[src/rtl/isr_prefetch_queue.sv]
// isr_prefetch_queue
//   Instruction register (ISR) with a prefetch FIFO behind it. Fetched words
//   from m_bus are buffered in the FIFO. ISR holds the word being decoded, and
//   ISR_next exposes the following word, so two-word instructions decode
//   without a refetch. flush empties everything on branch or interrupt entry.
// Ports
//   CLK        clock, all state updates on rising edge
//   CLR        synchronous active-high reset
//   m_bus      fetched instruction word
//   ld_valid   m_bus carries a fetched word this cycle
//   ld_ready   queue accepts a word this cycle (FIFO not full)
//   adv        decoder retires the current ISR word
//   flush      discard all queued words
//   ISR        current instruction word (registered)
//   isr_valid  ISR holds a valid word
//   ISR_next   FIFO head word, 0 when the FIFO is empty
//   next_valid FIFO non-empty
//   count      isr_valid + FIFO entries, 0..DEPTH+1
//   ovf        sticky flag: a word was offered while ld_ready was low
module isr_prefetch_queue #(
   parameter int unsigned IW    = 16,
   parameter int unsigned DEPTH = 4,
   localparam int unsigned CW   = $clog2(DEPTH + 2)
) (
   input  logic          CLK,
   input  logic          CLR,
   input  logic [IW-1:0] m_bus,
   input  logic          ld_valid,
   output logic          ld_ready,
   input  logic          adv,
   input  logic          flush,
   output logic [IW-1:0] ISR,
   output logic          isr_valid,
   output logic [IW-1:0] ISR_next,
   output logic          next_valid,
   output logic [CW-1:0] count,
   output logic          ovf
);

   localparam int unsigned AW = $clog2(DEPTH);
   localparam int unsigned PW = AW + 1;

   logic [IW-1:0] mem [DEPTH];
   logic [PW-1:0] rd_ptr;
   logic [PW-1:0] wr_ptr;
   logic [PW-1:0] fifo_cnt;
   logic          fifo_empty;
   logic          fifo_full;
   logic          load_slot;
   logic          pop;
   logic          bypass;
   logic          push;

   // Pointers carry one extra wrap bit: equal pointers mean empty, equal
   // index with differing wrap bit means full.
   assign fifo_empty = (rd_ptr == wr_ptr);
   assign fifo_full  = (rd_ptr[AW-1:0] == wr_ptr[AW-1:0]) && (rd_ptr[AW] != wr_ptr[AW]);
   assign fifo_cnt   = wr_ptr - rd_ptr;

   assign ld_ready   = !fifo_full;
   assign next_valid = !fifo_empty;
   assign ISR_next   = fifo_empty ? '0 : mem[rd_ptr[AW-1:0]];
   assign count      = CW'(fifo_cnt) + CW'(isr_valid);

   // ISR can take a new word when empty, or when the decoder retires it.
   // An empty FIFO lets the incoming word bypass straight into ISR.
   assign load_slot = !isr_valid || adv;
   assign pop       = load_slot && !fifo_empty;
   assign bypass    = load_slot && fifo_empty && ld_valid;
   assign push      = ld_valid && ld_ready && !bypass;

   always_ff @(posedge CLK) begin
      if (CLR) begin
         ISR       <= '0;
         isr_valid <= 1'b0;
         rd_ptr    <= '0;
         wr_ptr    <= '0;
         ovf       <= 1'b0;
      end else if (flush) begin
         ISR       <= '0;
         isr_valid <= 1'b0;
         rd_ptr    <= '0;
         wr_ptr    <= '0;
      end else begin
         if (ld_valid && !ld_ready) begin
            ovf <= 1'b1;
         end
         if (load_slot) begin
            if (pop) begin
               ISR       <= mem[rd_ptr[AW-1:0]];
               isr_valid <= 1'b1;
            end else if (ld_valid) begin
               ISR       <= m_bus;
               isr_valid <= 1'b1;
            end else begin
               isr_valid <= 1'b0;
            end
         end
         if (pop) begin
            rd_ptr <= rd_ptr + PW'(1);
         end
         if (push) begin
            wr_ptr <= wr_ptr + PW'(1);
         end
      end
   end

   // Storage needs no reset; occupancy is tracked by the pointers alone.
   always_ff @(posedge CLK) begin
      if (!CLR && !flush && push) begin
         mem[wr_ptr[AW-1:0]] <= m_bus;
      end
   end

endmodule

[config.mk]
export PLATFORM = sky130hd
export DESIGN_NAME = isr_prefetch_queue
export DESIGN_NICKNAME = d
export VERILOG_FILES = /design/src/rtl/isr_prefetch_queue.sv
export SDC_FILE = /design/constraint.sdc
export NUM_CORES = 1
export LEC_CHECK = 0
export CAP_MARGIN = 20
export CORE_MARGIN = 3
export CORE_UTILIZATION = 43
export CTS_CLUSTER_SIZE = 10
export DETAILED_ROUTE_END_ITERATION = 16
export PLACE_DENSITY = 0.69
export SLEW_MARGIN = 20
export SYNTH_ARGS = -nofsm -noshare
export SYNTH_HDL_FRONTEND = slang
export SYNTH_SLANG_ARGS = --single-unit
[constraint.sdc]
create_clock -name CLK -period 4.3 [get_ports CLK]
set_input_delay 0.86 -clock CLK [delete_from_list [all_inputs] [get_ports CLK]]
set_output_delay 0.86 -clock CLK [all_outputs]
set_load 0.02 [all_outputs]
* After elaboration in Yosys (flattened, before gate mapping)
Memories as Yosys holds them, arrays and structs flattened. A register that Yosys moved wholly into a read port is not among the register bits. Cells that the tools add are included.
Storage, ports and cells: register bits 24, RAM bits 64, logic and storage cells 43, memories 1
Memories:
- mem | depth 4, bits a word 16, read ports 1, clocked after Yosys merged registers in 1, write ports 1, line 43 | logic [IW-1:0] mem [DEPTH];
Cells by class: add/subtract/negate cells 4, eq/ne operators 3, mux-type cells 9, bitwise gates (word level) 1, reductions and logical operators 20
Operators by type and width (number):
- two-way mux 16 bit | 3
- logical AND 1 bit | 9
- adder 3 x 1 -> 3 bit, second input constant | 2
- logical NOT 1 bit | 6
- two-way mux 1 bit | 4
- two-way mux 2 bit | 2
- AND reduction 2 bit | 2
- adder 3 x 1 -> 3 bit | 1
- equality test 3 bit | 1
- subtractor 3 bit | 1
- equality test 2 bit | 1
- nonzero test 2 bit | 1
- OR reduction 2 bit | 1
- logical OR 1 bit | 1
- inequality test 1 bit | 1
- NOT 1 bit | 1

* Longest topological paths before layout
depth after elaboration 9, depth in mapped cells 7

* Least setup slack after synthesis
Ideal clock, no wire load.
kind reg-to-output, start point register wr_ptr[0], end point output count[2], arrival time 1.910 ns, setup slack 1.530 ns, cell stages (with the launch flop) 8, buffers on the path 0, cells stage by stage dfxtp_1 -> inv_1 -> ha_1 -> inv_1 -> ha_1 -> fa_1 -> xnor2_1 -> xnor2_1
On the way: longest elaborated chain between the ends 2
RTL lines:
- from (decl) | line 45 | logic [PW-1:0] wr_ptr;
- from (signal assigned) | line 103 | wr_ptr <= wr_ptr + PW'(1);
- subtractor 3 bit | line 58 | assign fifo_cnt = wr_ptr - rd_ptr;
- adder 3 x 1 -> 3 bit | line 63 | assign count = CW'(fifo_cnt) + CW'(isr_valid);
- to (decl) | line 36 | output logic [CW-1:0] count,
Every way passes these cells.

* Final worst setup path
Same ends and word-level chain as after synthesis.

==> run_summary.xml <==
<?xml version="1.0" encoding="UTF-8"?>
<metrics>
  <group name="detailed_routing">
    <metric name="drt-vias-per-instance" unit="">5.49</metric>
    <metric name="drt-pass1-iter-count" unit="">4</metric>
    <metric name="routed_wirelength" unit="mm">7.87</metric>
    <metric name="residual_antenna_violating_net_count_after_detailed_routing" unit="">0</metric>
    <metric name="wire_per_inst" unit="um">19.0</metric>
    <metric name="route.vias.total" unit="">2271</metric>
    <metric name="final_routed_drc_violation_total" unit="">0</metric>
    <metric name="drt-initial-drc-count" unit="">74</metric>
  </group>
  <group name="hold_path">
    <metric name="hold_depth" unit="">2</metric>
    <metric name="worst_hold_path_type" unit="">reg -&gt; reg</metric>
  </group>
  <group name="setup_path">
    <metric name="reg2reg_depth" unit="">7</metric>
    <metric name="critical_path_peak_fanout" unit="">5</metric>
    <metric name="critPathLaunchType" unit="">flop</metric>
    <metric name="timing_worst_setup_path_type" unit="">reg -&gt; out</metric>
    <metric name="wp_data_arrival" unit="ns">2.77</metric>
    <metric name="timing.critical_path.required" unit="ns">3.44</metric>
    <metric name="path_cells" unit="">inv_1 -&gt; ha_1 -&gt; inv_1 -&gt; ha_1 -&gt; fa_1 -&gt; xnor2_1 -&gt; xnor2_1 -&gt; clkdlybuf4s50_1</metric>
    <metric name="worst_path_largest_cell_delay" unit="ns">0.62</metric>
    <metric name="crit_slowest_cell" unit="">clkdlybuf4s50_1</metric>
    <metric name="capturing_element_type_of_the_critical_path" unit="">primary output</metric>
  </group>
  <group name="sta">
    <metric name="max_slew.worst_pin.slew" unit="ns">0.776</metric>
    <metric name="final.min_clock_period" unit="ns">3.63</metric>
    <metric name="max_freq" unit="MHz">276</metric>
    <metric name="finalSetupViolCount" unit="">0</metric>
    <metric name="grt_setup_unrepaired" unit="">no</metric>
    <metric name="report.final.slew_viol_count" unit="">0</metric>
    <metric name="totalNegativeSetupSlack" unit="ns">0</metric>
    <metric name="finalCritPeriodShare" unit="%">84.4</metric>
    <metric name="final-hold-violation-count" unit="">0</metric>
    <metric name="max_slew_margin" unit="%">48.2</metric>
    <metric name="maximum_clock_skew_at_final_layout" unit="ns">0.0132</metric>
  </group>
  <group name="clock_tree">
    <metric name="clk-insertion-delay-late" unit="ns">0.36</metric>
    <metric name="cts_resized" unit="">0</metric>
    <metric name="tritoncts_buffer_count" unit="">9</metric>
    <metric name="cts.path.max_buffers" unit="">2</metric>
    <metric name="postCtsSetupRepairBufs" unit="">0</metric>
    <metric name="cts.sinks" unit="">90</metric>
    <metric name="clk_pin_slew_worst_paths" unit="ns">0.09</metric>
    <metric name="h-tree-depth" unit="">3</metric>
    <metric name="cts_hold_buffers" unit="">0</metric>
    <metric name="tritoncts" unit="">yes</metric>
    <metric name="clock_tree.root_cell" unit="">clkbuf_8</metric>
  </group>
  <group name="finish">
    <metric name="drive_above_1_share" unit="%">10.0</metric>
    <metric name="diodes" unit="">0</metric>
    <metric name="syn2layout_area_growth" unit="%">22.7</metric>
    <metric name="final_net_count" unit="">334</metric>
    <metric name="final_design_area_no_fill" unit="um^2">4670</metric>
  </group>
  <group name="synthesis">
    <metric name="postSynthNetCount" unit="">271</metric>
    <metric name="number_of_enable_type_register_cells_in_the_synthesized_netlist" unit="">64</metric>
    <metric name="synthesis.area" unit="um^2">3800</metric>
    <metric name="yosys_warnings" unit="">0</metric>
    <metric name="synth.distinct_cells" unit="">38</metric>
    <metric name="synth_sequential_area_ratio" unit="%">64.2</metric>
    <metric name="synthesis.area_per_instance" unit="um^2">15.8</metric>
    <metric name="syn-instance-count" unit="">241</metric>
    <metric name="asyncSetResetFlopFracSynth" unit="%">0</metric>
    <metric name="ys.flop_type" unit="">edfxtp_1</metric>
    <metric name="synth_seq_cells" unit="">90</metric>
  </group>
  <group name="pwr">
    <metric name="power.sequential.fraction" unit="%">58.4</metric>
    <metric name="internal_power" unit="mW">1.25</metric>
    <metric name="cellLeakagePower" unit="nW">1.66</metric>
    <metric name="pwr_density_cell" unit="nW/um^2">345</metric>
    <metric name="power.share.switching" unit="%">22.1</metric>
    <metric name="power.combinational.fraction" unit="%">6.7</metric>
    <metric name="net_switching_power_figure" unit="mW">0.355</metric>
    <metric name="power.ir.vdd_worst" unit="mV">0.182</metric>
    <metric name="clock_power_share" unit="%">34.8</metric>
  </group>
  <group name="run">
    <metric name="timing.max_cap.violations" unit="">0</metric>
  </group>
  <group name="floorplanning">
    <metric name="fp.dieArea" unit="um^2">10000</metric>
    <metric name="fp.coreArea" unit="um^2">8420</metric>
    <metric name="die_w" unit="um">100</metric>
    <metric name="die-height" unit="um">100</metric>
    <metric name="ios" unit="">60</metric>
    <metric name="initial_core_util" unit="%">45.2</metric>
    <metric name="site_rows" unit="">33</metric>
  </group>
  <group name="grt">
    <metric name="wire_length_of_the_first_global_routing_pass" unit="mm">12.3</metric>
    <metric name="largest_net_degree_at_the_start_of_global_routing" unit="">20</metric>
    <metric name="vias_in_the_first_global_route" unit="">2339</metric>
    <metric name="antenna_found_initial" unit="">0</metric>
    <metric name="gr-total-overflow" unit="">0</metric>
    <metric name="grt_usage" unit="%">16.4</metric>
  </group>
  <group name="status">
    <metric name="outcome" unit="">completed</metric>
  </group>
  <group name="placed_design">
    <metric name="placed_cell_area" unit="um^2">4480</metric>
    <metric name="dp_hpwl" unit="mm">5.25</metric>
    <metric name="numPortBuffers" unit="">59</metric>
    <metric name="gp_routability_congestion" unit="">0.725</metric>
  </group>
</metrics>
==> state kept, by name (all words and copies together), names as in the netlist, named ones only <==
register / cells
ISR: 16
rd_ptr: 3
ovf: 1
isr_valid: 1
mem: 64
wr_ptr: 3
==> Yosys cell counts (2+ instances only) <==
| cell type | number | area share, % |
|---|---|---|
| nor2_1 | 13 | 1.3 |
| ha_1 | 8 | 2.6 |
| clkbuf_1 | 4 | 0.39 |
| xor2_1 | 3 | 0.69 |
| a21o_1 | 12 | 2.4 |
| a311oi_1 | 7 | 1.6 |
| mux4_2 | 4 | 2.4 |
| dfxtp_1 | 26 | 14 |
| mux4_1 | 12 | 8.3 |
| a21oi_1 | 4 | 0.53 |
| o221a_1 | 9 | 2.7 |
| nand2_1 | 11 | 1.1 |
| nand3_1 | 10 | 1.3 |
| xnor2_1 | 2 | 0.46 |
| buf_2 | 3 | 0.39 |
| and2_1 | 20 | 3.3 |
| buf_6 | 4 | 1.2 |
| inv_1 | 6 | 0.59 |
| edfxtp_1 | 64 | 51 |
==> kinds of logic (layout without fill, tap and decap cells) <==
kind of cell	count (synthesis)	count (layout)	share of synthesized area, %
mux	17	17	10.9
compound gates	38	38	8.39
simple gates	60	60	8.25
xor+xnor	6	6	1.58
fa+ha+maj	9	9	3.16
flops	90	90	64.2
buf+inv	21	89	3.52
==> layout make-up <==
type,instances,area [um^2]
Clock buffer,9,124
Clock inverter,7,68.8
Sequential cell,90,2440
Multi-Input combinational cell,130,1230
Tap cell,105,131
Fill cell,698,3750
Timing Repair Buffer,67,651
Inverter,6,22.5
==> through the flow <==
stage          hold WS, ns  setup slack [ns]  power [mW]  cells  utilization (%)
6_report             0.479             0.673        1.61    414             55.4
5_1_grt              0.499             0.497        1.67    414             55.4
4_1_cts              0.483             0.654        1.62    414             55.4
3_5_place_dp         0.468              1.04        1.07    398             53.1
3_3_place_gp         0.465              1.09        1.07    398             53.1
2_1_floorplan        0.515              1.53        1.01    241                -
==> per-layer routing <==
layer  up-vias  global-route usage (%)  share of wire [%]
li1       1058                       -                  -
met4         0                    4.77               0.98
met2        76                    28.2                 51
met5         -                       0                  0
met3         7                    4.59                6.3
met1      1130                    20.3                 42
==> power groups by stage <==
stage          logic, mW  clock network [mW]  registers [mW]
3_3_place_gp       0.106                   0           0.960
5_1_grt            0.116               0.609           0.942
4_1_cts            0.109               0.570           0.941
6_report           0.108               0.561           0.940
3_5_place_dp       0.109                   0           0.961
2_1_floorplan     0.0423                   0           0.970
==> critical path: cells and delay by family, from the launching register on <==
kind                     cells  cell delay [ns]
XOR/XNOR                     2             0.32
adder cells (fa/ha/maj)      3             0.95
buffers and inverters        3             0.79
flip-flops                   1             0.36
==> path summary, 6_finish.rpt <==
kind         startpoint        end  slack [ns]
max reg2reg   wr_ptr[0]  mem[1][8]        1.86
min                 ovf        ovf        0.48
min reg2reg         ovf        ovf        0.48
max           wr_ptr[0]   count[2]        0.67
==> cells in the final DEF (no fill, tap or decap), types with 9 or more instances in the layout <==
cell             instances
mux4_1                  12
nor2_1                  13
nand2_1                 11
clkdlybuf4s50_1         59
dfxtp_1                 26
and2_1                  20
a21o_1                  12
o221a_1                  9
nand3_1                 10
clkbuf_8                 9
edfxtp_1                64
Power figures use the tool's default switching activity.
